===== src/rtl/pattern_merge_sched.sv =====
// Round-robin scheduler that time-shares one pipelined pattern datapath between requesters.
// Optional perf counters (grant_cnt, stall_cnt) are built when PMS_PERF_CNT_EN is defined.
module pattern_merge_sched #(
  parameter int unsigned NREQ  = 4,
  parameter int unsigned IN_W  = 11,
  parameter int unsigned OUT_W = 9,
  parameter int unsigned LAT   = 2
) (
  input  logic                     blif_clk_net,
  input  logic                     blif_reset_net,
  input  logic [NREQ-1:0]          req_valid,
  input  logic [NREQ*IN_W-1:0]     req_data,
  output logic [NREQ-1:0]          req_ready,
  output logic [IN_W-1:0]          dp_in,
  input  logic [OUT_W-1:0]         dp_out,
  output logic                     rsp_valid,
  input  logic                     rsp_ready,
  output logic [$clog2(NREQ)-1:0]  rsp_id,
  output logic [OUT_W-1:0]         rsp_data,
  output logic                     busy
`ifdef PMS_PERF_CNT_EN
  ,
  output logic [15:0]              grant_cnt,
  output logic [15:0]              stall_cnt
`endif
);

  localparam int unsigned IdW  = $clog2(NREQ);
  localparam int unsigned SumW = IdW + 1;
  localparam int unsigned CntW = $clog2(LAT + 1);

  typedef enum logic [1:0] {StIdle, StHold, StResp} state_e;

  state_e            state_q, state_d;
  logic [IdW-1:0]    ptr_q, ptr_d;
  logic [IdW-1:0]    id_q, id_d;
  logic [CntW-1:0]   cnt_q, cnt_d;
  logic [IN_W-1:0]   dp_in_q, dp_in_d;
  logic [OUT_W-1:0]  rsp_data_q, rsp_data_d;
  logic              rsp_valid_q, rsp_valid_d;

  logic              grant_found;
  logic [IdW-1:0]    grant_idx;
  logic [SumW-1:0]   sum;
  logic [IN_W-1:0]   req_arr [NREQ];

  for (genvar g = 0; g < NREQ; g++) begin : g_unpack
    assign req_arr[g] = req_data[g*IN_W +: IN_W];
  end

  // First valid requester at or after the pointer, wrapping modulo NREQ.
  always_comb begin
    grant_found = 1'b0;
    grant_idx   = '0;
    sum         = '0;
    for (int unsigned i = 0; i < NREQ; i++) begin
      sum = {1'b0, ptr_q} + SumW'(i);
      if (sum >= SumW'(NREQ)) sum = sum - SumW'(NREQ);
      if (!grant_found && req_valid[sum[IdW-1:0]]) begin
        grant_found = 1'b1;
        grant_idx   = sum[IdW-1:0];
      end
    end
  end

  always_comb begin
    state_d     = state_q;
    ptr_d       = ptr_q;
    id_d        = id_q;
    cnt_d       = cnt_q;
    dp_in_d     = dp_in_q;
    rsp_data_d  = rsp_data_q;
    rsp_valid_d = rsp_valid_q;
    req_ready   = '0;
    case (state_q)
      StIdle: begin
        if (grant_found) begin
          // Accept pulse is suppressed while reset is held so nothing is lost.
          req_ready[grant_idx] = !blif_reset_net;
          dp_in_d = req_arr[grant_idx];
          id_d    = grant_idx;
          ptr_d   = (grant_idx == IdW'(NREQ - 1)) ? '0 : grant_idx + 1'b1;
          cnt_d   = CntW'(LAT);
          state_d = StHold;
        end
      end
      StHold: begin
        if (cnt_q == '0) begin
          rsp_data_d  = dp_out;
          rsp_valid_d = 1'b1;
          state_d     = StResp;
        end else begin
          cnt_d = cnt_q - 1'b1;
        end
      end
      StResp: begin
        if (rsp_ready) begin
          rsp_valid_d = 1'b0;
          state_d     = StIdle;
        end
      end
      default: state_d = StIdle;
    endcase
  end

  always_ff @(posedge blif_clk_net) begin
    if (blif_reset_net) begin
      state_q     <= StIdle;
      ptr_q       <= '0;
      id_q        <= '0;
      cnt_q       <= '0;
      dp_in_q     <= '0;
      rsp_data_q  <= '0;
      rsp_valid_q <= 1'b0;
    end else begin
      state_q     <= state_d;
      ptr_q       <= ptr_d;
      id_q        <= id_d;
      cnt_q       <= cnt_d;
      dp_in_q     <= dp_in_d;
      rsp_data_q  <= rsp_data_d;
      rsp_valid_q <= rsp_valid_d;
    end
  end

  assign dp_in     = dp_in_q;
  assign rsp_id    = id_q;
  assign rsp_data  = rsp_data_q;
  assign rsp_valid = rsp_valid_q;
  assign busy      = (state_q != StIdle);

`ifdef PMS_PERF_CNT_EN
  logic accept, stall;
  assign accept = (state_q == StIdle) && grant_found;
  assign stall  = (state_q == StResp) && !rsp_ready;

  // Both counters saturate rather than wrap.
  always_ff @(posedge blif_clk_net) begin
    if (blif_reset_net) begin
      grant_cnt <= '0;
      stall_cnt <= '0;
    end else begin
      if (accept && (grant_cnt != 16'hFFFF)) grant_cnt <= grant_cnt + 16'd1;
      if (stall && (stall_cnt != 16'hFFFF)) stall_cnt <= stall_cnt + 16'd1;
    end
  end
`endif

endmodule


===== config.mk =====
export PLATFORM = sky130hd
export DESIGN_NAME = pattern_merge_sched
export DESIGN_NICKNAME = d
export VERILOG_FILES = /design/src/rtl/pattern_merge_sched.sv
export SDC_FILE = /design/constraint.sdc
export NUM_CORES = 1
export LEC_CHECK = 0
export ABC_AREA = 1
export CAP_MARGIN = 20
export CORE_MARGIN = 3
export CORE_UTILIZATION = 30
export CTS_BUF_LIST = sky130_fd_sc_hd__clkbuf_8
export CTS_CLUSTER_DIAMETER = 200
export DETAILED_ROUTE_END_ITERATION = 10
export GPL_TIMING_DRIVEN = 0
export MAX_ROUTING_LAYER = met4
export SLEW_MARGIN = 15
export SYNTH_ARGS = -nofsm -noshare
export SYNTH_HDL_FRONTEND = slang
export SYNTH_SLANG_ARGS = --single-unit
export TNS_END_PERCENT = 30

===== constraint.sdc =====
create_clock -name blif_clk_net -period 3.7 [get_ports blif_clk_net]
set_input_delay 0.74 -clock blif_clk_net [delete_from_list [all_inputs] [get_ports blif_clk_net]]
set_output_delay 0.74 -clock blif_clk_net [all_outputs]
set_load 0.01 [all_outputs]

-- Word level (Yosys, flattened, before mapping)
Index checks and enable logic that the tools add are counted.
Widths: inputs -> output; s select.
- output and inout bits: 28
- register bits after elaboration: 29
- word-level logic and storage cells: 92
- equality and inequality tests: 7
- muxes and demuxes: 38
- add/subtract/negate cells: 9
- order comparisons: 11
- reductions and logical operators: 18
- bitwise gates (word level): 2
- operator list (operator ; number):
    $mux 2 ; 14
    $bmux 11 s2 ; 1
    $mux 11 ; 2
    $lt 2x3->1 const B ; 5
    $ge 3x3->1 const B ; 4
    $mux 1 ; 11
    $sub 2x1->2 const B ; 5
    $reduce_and 3->1 ; 3
    $bmux 1 s2 ; 4
    $mux 4 ; 2
    $ne 2x2->1 const B ; 4
    $add 2x2->3 const B ; 2
    $pmux 2 s3 ; 1
    $reduce_bool 2->1 ; 3
    $and 4x4->4 ; 1
    $eq 2x2->1 const B ; 2
    $logic_and 1x1->1 ; 4
    $logic_not 1->1 ; 4
    $logic_not 2->1 ; 2
    $pmux 2 s2 ; 1
    $reduce_and 2->1 ; 2
    $add 2x1->3 const B ; 1
    $ge 2x3->1 const B ; 1
    $not 2->3 ; 1
    5 further kinds ; 5

-- Logic depth before layout (Yosys ltp)
Gate-level depths: netlist of run 1.
- word-level depth: 21
- depth in mapped cells: 15

-- Worst setup path before layout of run 1
OpenSTA, ideal clock, no wires.
- path kind: in2out
- start point: input req_valid[1]
- end point: output req_ready[3]
- stages on the path: 13
- data required time: 2.960 ns
- arrival time: 1.945 ns
- path buffers: 1
- path slack: 1.015 ns
- path through: inv_1 nand2_1 nand3_1 nand2_2 nor2_2 nand3_1 nand2_2 nand2_4 inv_4 buf_6 ha_1 inv_1 nor2_1
- cells in the longest elaborated chain, start to end: 19
- elaborated cells on any way between the ends: 30
- classes of those cells: order compare (2); mux (20); bitwise (1); reduce/logical (7)
- ends and longest elaborated chain (element ; line ; source):
    start, declared ; 11 ; input logic [NREQ-1:0] req_valid,
    $bmux 1 s2 ; 59 ; if (!grant_found && req_valid[sum[IdW-1:0]]) begin
    $mux 1 (implied by the code) ; 59 ;
    $mux 1 ; 59 ;
    $logic_not 1->1 ; 59 ;
    $logic_and 1x1->1 ; 59 ;
    $mux 1 ; 59 ;
    $logic_not 1->1 ; 59 ;
    $logic_and 1x1->1 ; 59 ;
    [3 not listed] ; n/a ;
    $mux 2 ; 59 ;
    $lt 2x3->1 (implied by the code) or $ge 2x1->1 (tied branches) ; 79 ; req_ready[grant_idx] = !blif_reset_net;
    $logic_and 1x1->1 (implied by the code) ; 79 ;
    $mux 1 (implied by the code) ; 79 ;
    $demux 1 s2 ; 79 ;
    $and 4x4->4 (no source line) ; n/a ;
    $mux 4 (*) ; 77 ; if (grant_found) begin
    $mux 4 (*) ; 75 ; case (state_q)
    end, declared ; 13 ; output logic [NREQ-1:0] req_ready,
Mark *: on every way between the ends. The rest lies on a longest branch, timed or not. The select of a mux whose other input is x is not followed.

-- Final worst setup path of run 1
- start point: input req_valid[0]
- end point: output req_ready[3]
The elaborated chain is that of the path after synthesis.

==> results of run 1 <==
cell type report:
class | count | area (um^2) | area share [%]
multi-input cells | 240 | 1070 | 36.1
inverters | 42 | 160 | 5.40
flip-flops and latches | 29 | 581 | 19.6
plain buffers | 17 | 113 | 3.80
clock inverters | 1 | 3.75 | 0.127
clock buffers | 6 | 82.6 | 2.78
well taps | 75 | 93.8 | 3.16
repair buffers | 86 | 863 | 29.1
cells by family (layout without fill, tap and decap cells):
group,after synthesis,after routing,synth area share (%)
AO/OA/AOI/OAI,22,22,6.18
adder cells (fa/ha/maj),2,2,1.30
buffers and inverters,59,152,14.2
flip-flops,29,29,30.2
AND/OR/NAND/NOR,216,216,48.1
cell usage in the layout, fill, tap and decap left out, drive strengths merged:
cell type,instances
o21ai,5
ha,2
a21oi,15
nor2,12
a211oi,1
nand2,147
inv,43
clkdlybuf4s50,82
buf,12
nand3,50
dlymetal6s2s,3
dfxtp,29
nor3,4
clkbuf,12
nand4,1
a31oi,1
nand3b,2
critical path, cell delays in order:
cell and delay [ps]:
clkdlybuf4s50_1 430, inv_1 80, nand2_1 80, nand3_1 110, nand2_2 90, nor2_2 120
nand3_1 90, nand2_2 110, nand2_4 90, inv_4 100, buf_6 140, ha_1 140
inv_1 50, nor2_1 110, clkbuf_2 150
power by group through the flow:
stage          registers, mW  logic, mW  clock network, mW
3_3_place_gp           0.479       1.44                  0
3_5_place_dp           0.479       1.44                  0
2_1_floorplan          0.504      0.938                  0
6_report               0.473       1.43              0.254
4_1_cts                0.475       1.45              0.262
5_1_grt                0.488       1.64              0.280
synth_stat cells, drive strengths merged:
cell	count	share of area, %
dfxtp	29	30
inv	42	8.3
nand4	1	0.33
ha	2	1.3
nor2	12	3.1
o21ai	5	1.3
a31oi	1	0.33
nand3b	2	0.78
a211oi	1	0.65
nand3	50	13
a21oi	15	3.9
buf	12	4.9
clkbuf	5	0.98
nand2	147	30
nor3	4	1.0
through the flow:
| stage | TNS (ps) | area [um^2] | worst slack, ps | cells | hold WS, ps |
|---|---|---|---|---|---|
| after detailed placement | -80.8 | 2880 | -80.8 | 489 | 454 |
| after global placement | -82.1 | 2880 | -82.1 | 489 | 448 |
| after global routing | 0 | 2970 | 22.5 | 496 | 483 |
| after CTS | 0 | 2960 | 28.9 | 496 | 465 |
| after floorplan | 0 | 1920 | 1020 | 328 | 483 |
| final | 0 | 2970 | 325 | 496 | 464 |
layer usage:
metal | wire length (um) | vias to the layer above | GRT usage [%]
met3 | 417 | 4 | 2.88
met1 | 2890 | 931 | 24.2
li1 | - | 1201 | -
met5 | 0 | - | -
met4 | 67 | 0 | 5.61
met2 | 2360 | 71 | 23.7
repair_timing:
item / 4_1_cts / 5_1_grt
endpoints found under the setup margin: 1 / 4
cloned: 0 / 0
gates resized for setup: 1 / 5
setup buffers: 0 / 0
final timing paths:
kind         slack [ps]                        to
max                 320              req_ready[3]
min                 460  rsp_data[7]$_SDFFE_PP0P_
max reg2reg        1610     ptr_q[1]$_SDFFE_PP0P_
min reg2reg         460  rsp_data[7]$_SDFFE_PP0P_
flip-flops by register name (all words and copies together) (netlist names):
register	cells
cnt_q	2
dp_in	11
ptr_q	2
rsp_data	9
rsp_id	2
rsp_valid	1
state_q	2
==> results_dict.tcl, run 1 <==
set metrics [dict create \
    diodes 0 \
    avgSynthCellArea_um2 5.86 \
    drt-total-wl_um 5730 \
    endpoint_kind "output pin" \
    powerDensity_nw_per_um2 726 \
    drv_cap 0 \
    netSwitchingFraction_pct 46.6 \
    routed_via_density 4.45 \
    dp_hpwl_um 4460 \
    path_clk_slew_ps 60 \
    power.switching_mw 1.00 \
    min_path_type "reg -> reg" \
    cts_max_level 2 \
    p_int_mw 1.15 \
    p_comb_share_pct 66.2 \
    criticalPathCategory "in -> out" \
    reg2regPathDepth 13 \
    netlist_instances 328 \
    fmaxAchievable_ghz 0.296 \
    relSlewSlack_pct 66.3 \
    holdBufCountCts 0 \
    min_from "rsp_data[7]$_SDFFE_PP0P_" \
    fin_crit_sh_pct 91.2 \
    drtAntennaViolNets 0 \
    worstPathArrival_ps 2640 \
    die_y_um 86.1 \
    post-route-util_pct 48.9 \
    cts_tree "done" \
    cts_buffer_depth 2 \
    crit_start "req_valid[0]" \
    design.core.area_um2 6060 \
    crit_required_ps 2960 \
    grt_pass1_wl_um 9790 \
    irDropWorstVdd_v 0.000317 \
    grt_max_degree 11 \
    die_area_um2 7410 \
    yosysWarningCount 0 \
    drive_gt1_share_pct 7.60 \
    synth_cell_types 26 \
    grt_pass1_vias 2083 \
    gr-total-overflow 0 \
    clock_skew_ps 6.25 \
    hold_violations 0 \
    synth_nets 390 \
    synth_area_um2 1920 \
    place.gp.congestion 0.886 \
    synth_sequential_area_ratio_pct 30.2 \
    cts.sinks 29 \
    wire_per_inst_um 11.6 \
    clkPwrFrac_pct 11.8 \
    worstPathMaxFanout 10 \
    fillers 669 \
    p_seq_share_pct 22.0 \
    status "complete, no violations" \
    clockRootBuffer "clkbuf_8" \
    globalRouteTotalUtil_pct 16.9 \
    finalPower_mw 2.15 \
    initial_core_util_pct 31.7 \
    pin_count 88 \
    reg2reg_from "ptr_q[1]$_SDFFE_PP0P_" \
    cp-start-kind "input port" \
    antenna_found_initial 0 \
    leakage_nw 1.50 \
    vias 2207 \
    ys_seq_elements 29 \
    rsz0062_at_grt "false" \
    clock_latency_ps 270 \
    nets 483 \
    portBuffers 86 \
    syn2layout_area_growth_pct 54.3 \
    cts_buffers 5 \
    drtPass1Iterations 4 \
    setup_viol 0 \
    slew_viol_final 0 \
    die_w_um 86.1 \
    worst_pin_slew_ps 505 \
    post-route-min-period_ps 3380 \
    rows 28 \
    holdPathStages 2 \
    first_iter_violations 70 \
    drc 0 \
]
Power figures use the tool's default switching activity.
==> inputs of run 2 (changes only) <==
- CORE_UTILIZATION: 30 -> 40
- PLACE_DENSITY: default -> 0.78
==> run 2 against run 1 <==
Against the previous run: fmax down 3.2%; clock power shrank 8.3%; count of clock-buffer cells in the layout down 1; register-to-register slack got worse by 30 ps; wire length decreased by 3.7%; worst hold slack worse by 0.83 ps; global-route usage is 3.2 points higher; sequential cell count stayed put; non-clock buffer count did not move; critical path type unchanged; highest routed layer unchanged.
==> results_dict.tcl, run 2 (synthesized netlist as in run 1, its figures left out) <==
set metrics [dict create \
    initial_core_util_pct 42.7 \
    fillers 422 \
    powerDensity_nw_per_um2 727 \
    min_from "rsp_data[8]$_SDFFE_PP0P_" \
    irDropWorstVdd_v 0.000422 \
    gr-total-overflow 0 \
    fin_crit_sh_pct 94.2 \
    mostFrequentLayoutCells "nand2_1 (142), clkdlybuf4s50_1 (82), nand3_1 (49)" \
    first_iter_violations 92 \
    cp-start-kind "input port" \
    largest_register_ffs 11 \
    cts_buffers 5 \
    min_path_type "reg -> reg" \
    clock_skew_ps 2.07 \
    drive_gt1_share_pct 7.11 \
    clock_latency_ps 270 \
    routed_via_density 4.82 \
    antenna_found_initial 0 \
    die_area_um2 5680 \
    cts_tree "done" \
    grt_max_degree 11 \
    worstPathArrival_ps 2750 \
    drtPass1Iterations 4 \
    grt_pass1_vias 1964 \
    crit_start "req_valid[0]" \
    pin_count 88 \
    finalSetupTns_ps 0 \
    drc 0 \
    portBuffers 86 \
    nets 483 \
    clockRootBuffer "clkbuf_8" \
    hold_violations 0 \
    cts_buffer_depth 2 \
    diodes 0 \
    syn2layout_area_growth_pct 53.0 \
    leakage_nw 1.51 \
    criticalPathCategory "in -> out" \
    die_y_um 75.3 \
    wire_per_inst_um 11.6 \
    rows 24 \
    drt-total-wl_um 5520 \
    endpoint_kind "output pin" \
    path_clk_slew_ps 60 \
    worstPathMaxFanout 10 \
    grt_pass1_wl_um 8510 \
    relSlewSlack_pct 66.5 \
    min_to "rsp_data[8]$_SDFFE_PP0P_" \
    holdPathStages 2 \
    setup_viol 0 \
    final_common_cell "nand2_1" \
    cts.sinks 29 \
    place.gp.congestion 0.848 \
    die_w_um 75.3 \
    crit_required_ps 2960 \
    post-route-min-period_ps 3490 \
    globalRouteTotalUtil_pct 20.1 \
    reg2reg_from "ptr_q[1]$_SDFFE_PP0P_" \
    rrSetupSlack_ps 1580 \
    rsz0062_at_grt "false" \
    status "complete, no violations" \
    slew_viol_final 0 \
    fmaxAchievable_ghz 0.287 \
    drv_cap 0 \
    design.core.area_um2 4500 \
    reg2regPathDepth 13 \
    r2r-end "ptr_q[1]$_SDFFE_PP0P_" \
    worst_pin_slew_ps 502 \
    dp_hpwl_um 4400 \
    vias 2284 \
    post-route-util_pct 65.3 \
    cts_max_level 2 \
    drtAntennaViolNets 0 \
]
## run 2: cell count changes in the layout (fill, tap and decap cells not counted), sizes merged
cell	delta
clkbuf	-2
inv	+2
clkdlybuf4s15	+1
## run 2: cell type report
| class | count | area (um^2) | share of cell area, % |
|---|---|---|---|
| Buffer | 17 | 113 | 3.83 |
| Clock buffer | 5 | 68.8 | 2.34 |
| Clock inverter | 3 | 11.3 | 0.383 |
| Inverter | 42 | 160 | 5.44 |
| Multi-Input combinational cell | 240 | 1070 | 36.5 |
| Sequential cell | 29 | 581 | 19.7 |
| Tap cell | 52 | 65.1 | 2.21 |
| Timing Repair Buffer | 86 | 868 | 29.5 |
## run 2: how the worst max path moves through the flow
stage / end / slack (ps) / depth (start not counted)
3_3_place_gp: req_ready[3] / -50 / 15
2_1_floorplan: req_ready[3] / 1020 / 13
6_report: req_ready[3] / 210 / 15
4_1_cts: req_ready[2] / 30 / 13
3_5_place_dp: req_ready[3] / -80 / 15
5_1_grt: req_ready[3] / 2 / 15
## run 2: metrics by stage
step | instances | total power, mW | hold slack [ps] | area (um^2) | setup WS, ps
5_1_grt | 474 | 2.36 | 481 | 2940 | 2.09
2_1_floorplan | 328 | 1.44 | 483 | 1920 | 1020
6_report | 474 | 2.14 | 464 | 2940 | 213
4_1_cts | 474 | 2.16 | 464 | 2930 | 27.3
3_3_place_gp | 466 | 1.89 | 448 | 2850 | -53.6
3_5_place_dp | 466 | 1.91 | 456 | 2850 | -76.9
## run 2: worst max-delay path, cell delays in order
cell             delay (ps)
clkdlybuf4s50_1         430
inv_1                    80
nand2_1                  90
nand3_1                 120
nand2_2                  90
nor2_2                  120
nand3_1                  90
nand2_2                 110
nand2_4                  90
inv_4                   100
buf_6                   140
ha_1                    140
inv_1                    50
nor2_1                  100
clkdlybuf4s15_1         260
## run 2: power by group
group          internal, mW  total [mW]  switching (mW)
Clock                 0.125       0.233           0.109
Sequential            0.415       0.474          0.0589
Combinational         0.595        1.43           0.837
## run 2: timing repair
item                                    in CTS  in global routing
resized for setup                            1                  5
endpoints found under the setup margin       1                  4
hold buffers                                 0                  0
buffers inserted                             0                  0
## run 2: routing by layer
layer	global-route usage [%]	share of wire, %	wire, um	vias to the layer above
met2	30.0	47	2600	73
met5	-	0	0	-
li1	-	-	-	1203
met3	6.73	6.8	373	7
met1	25.7	45	2480	1001
met4	6.21	1.1	63	0
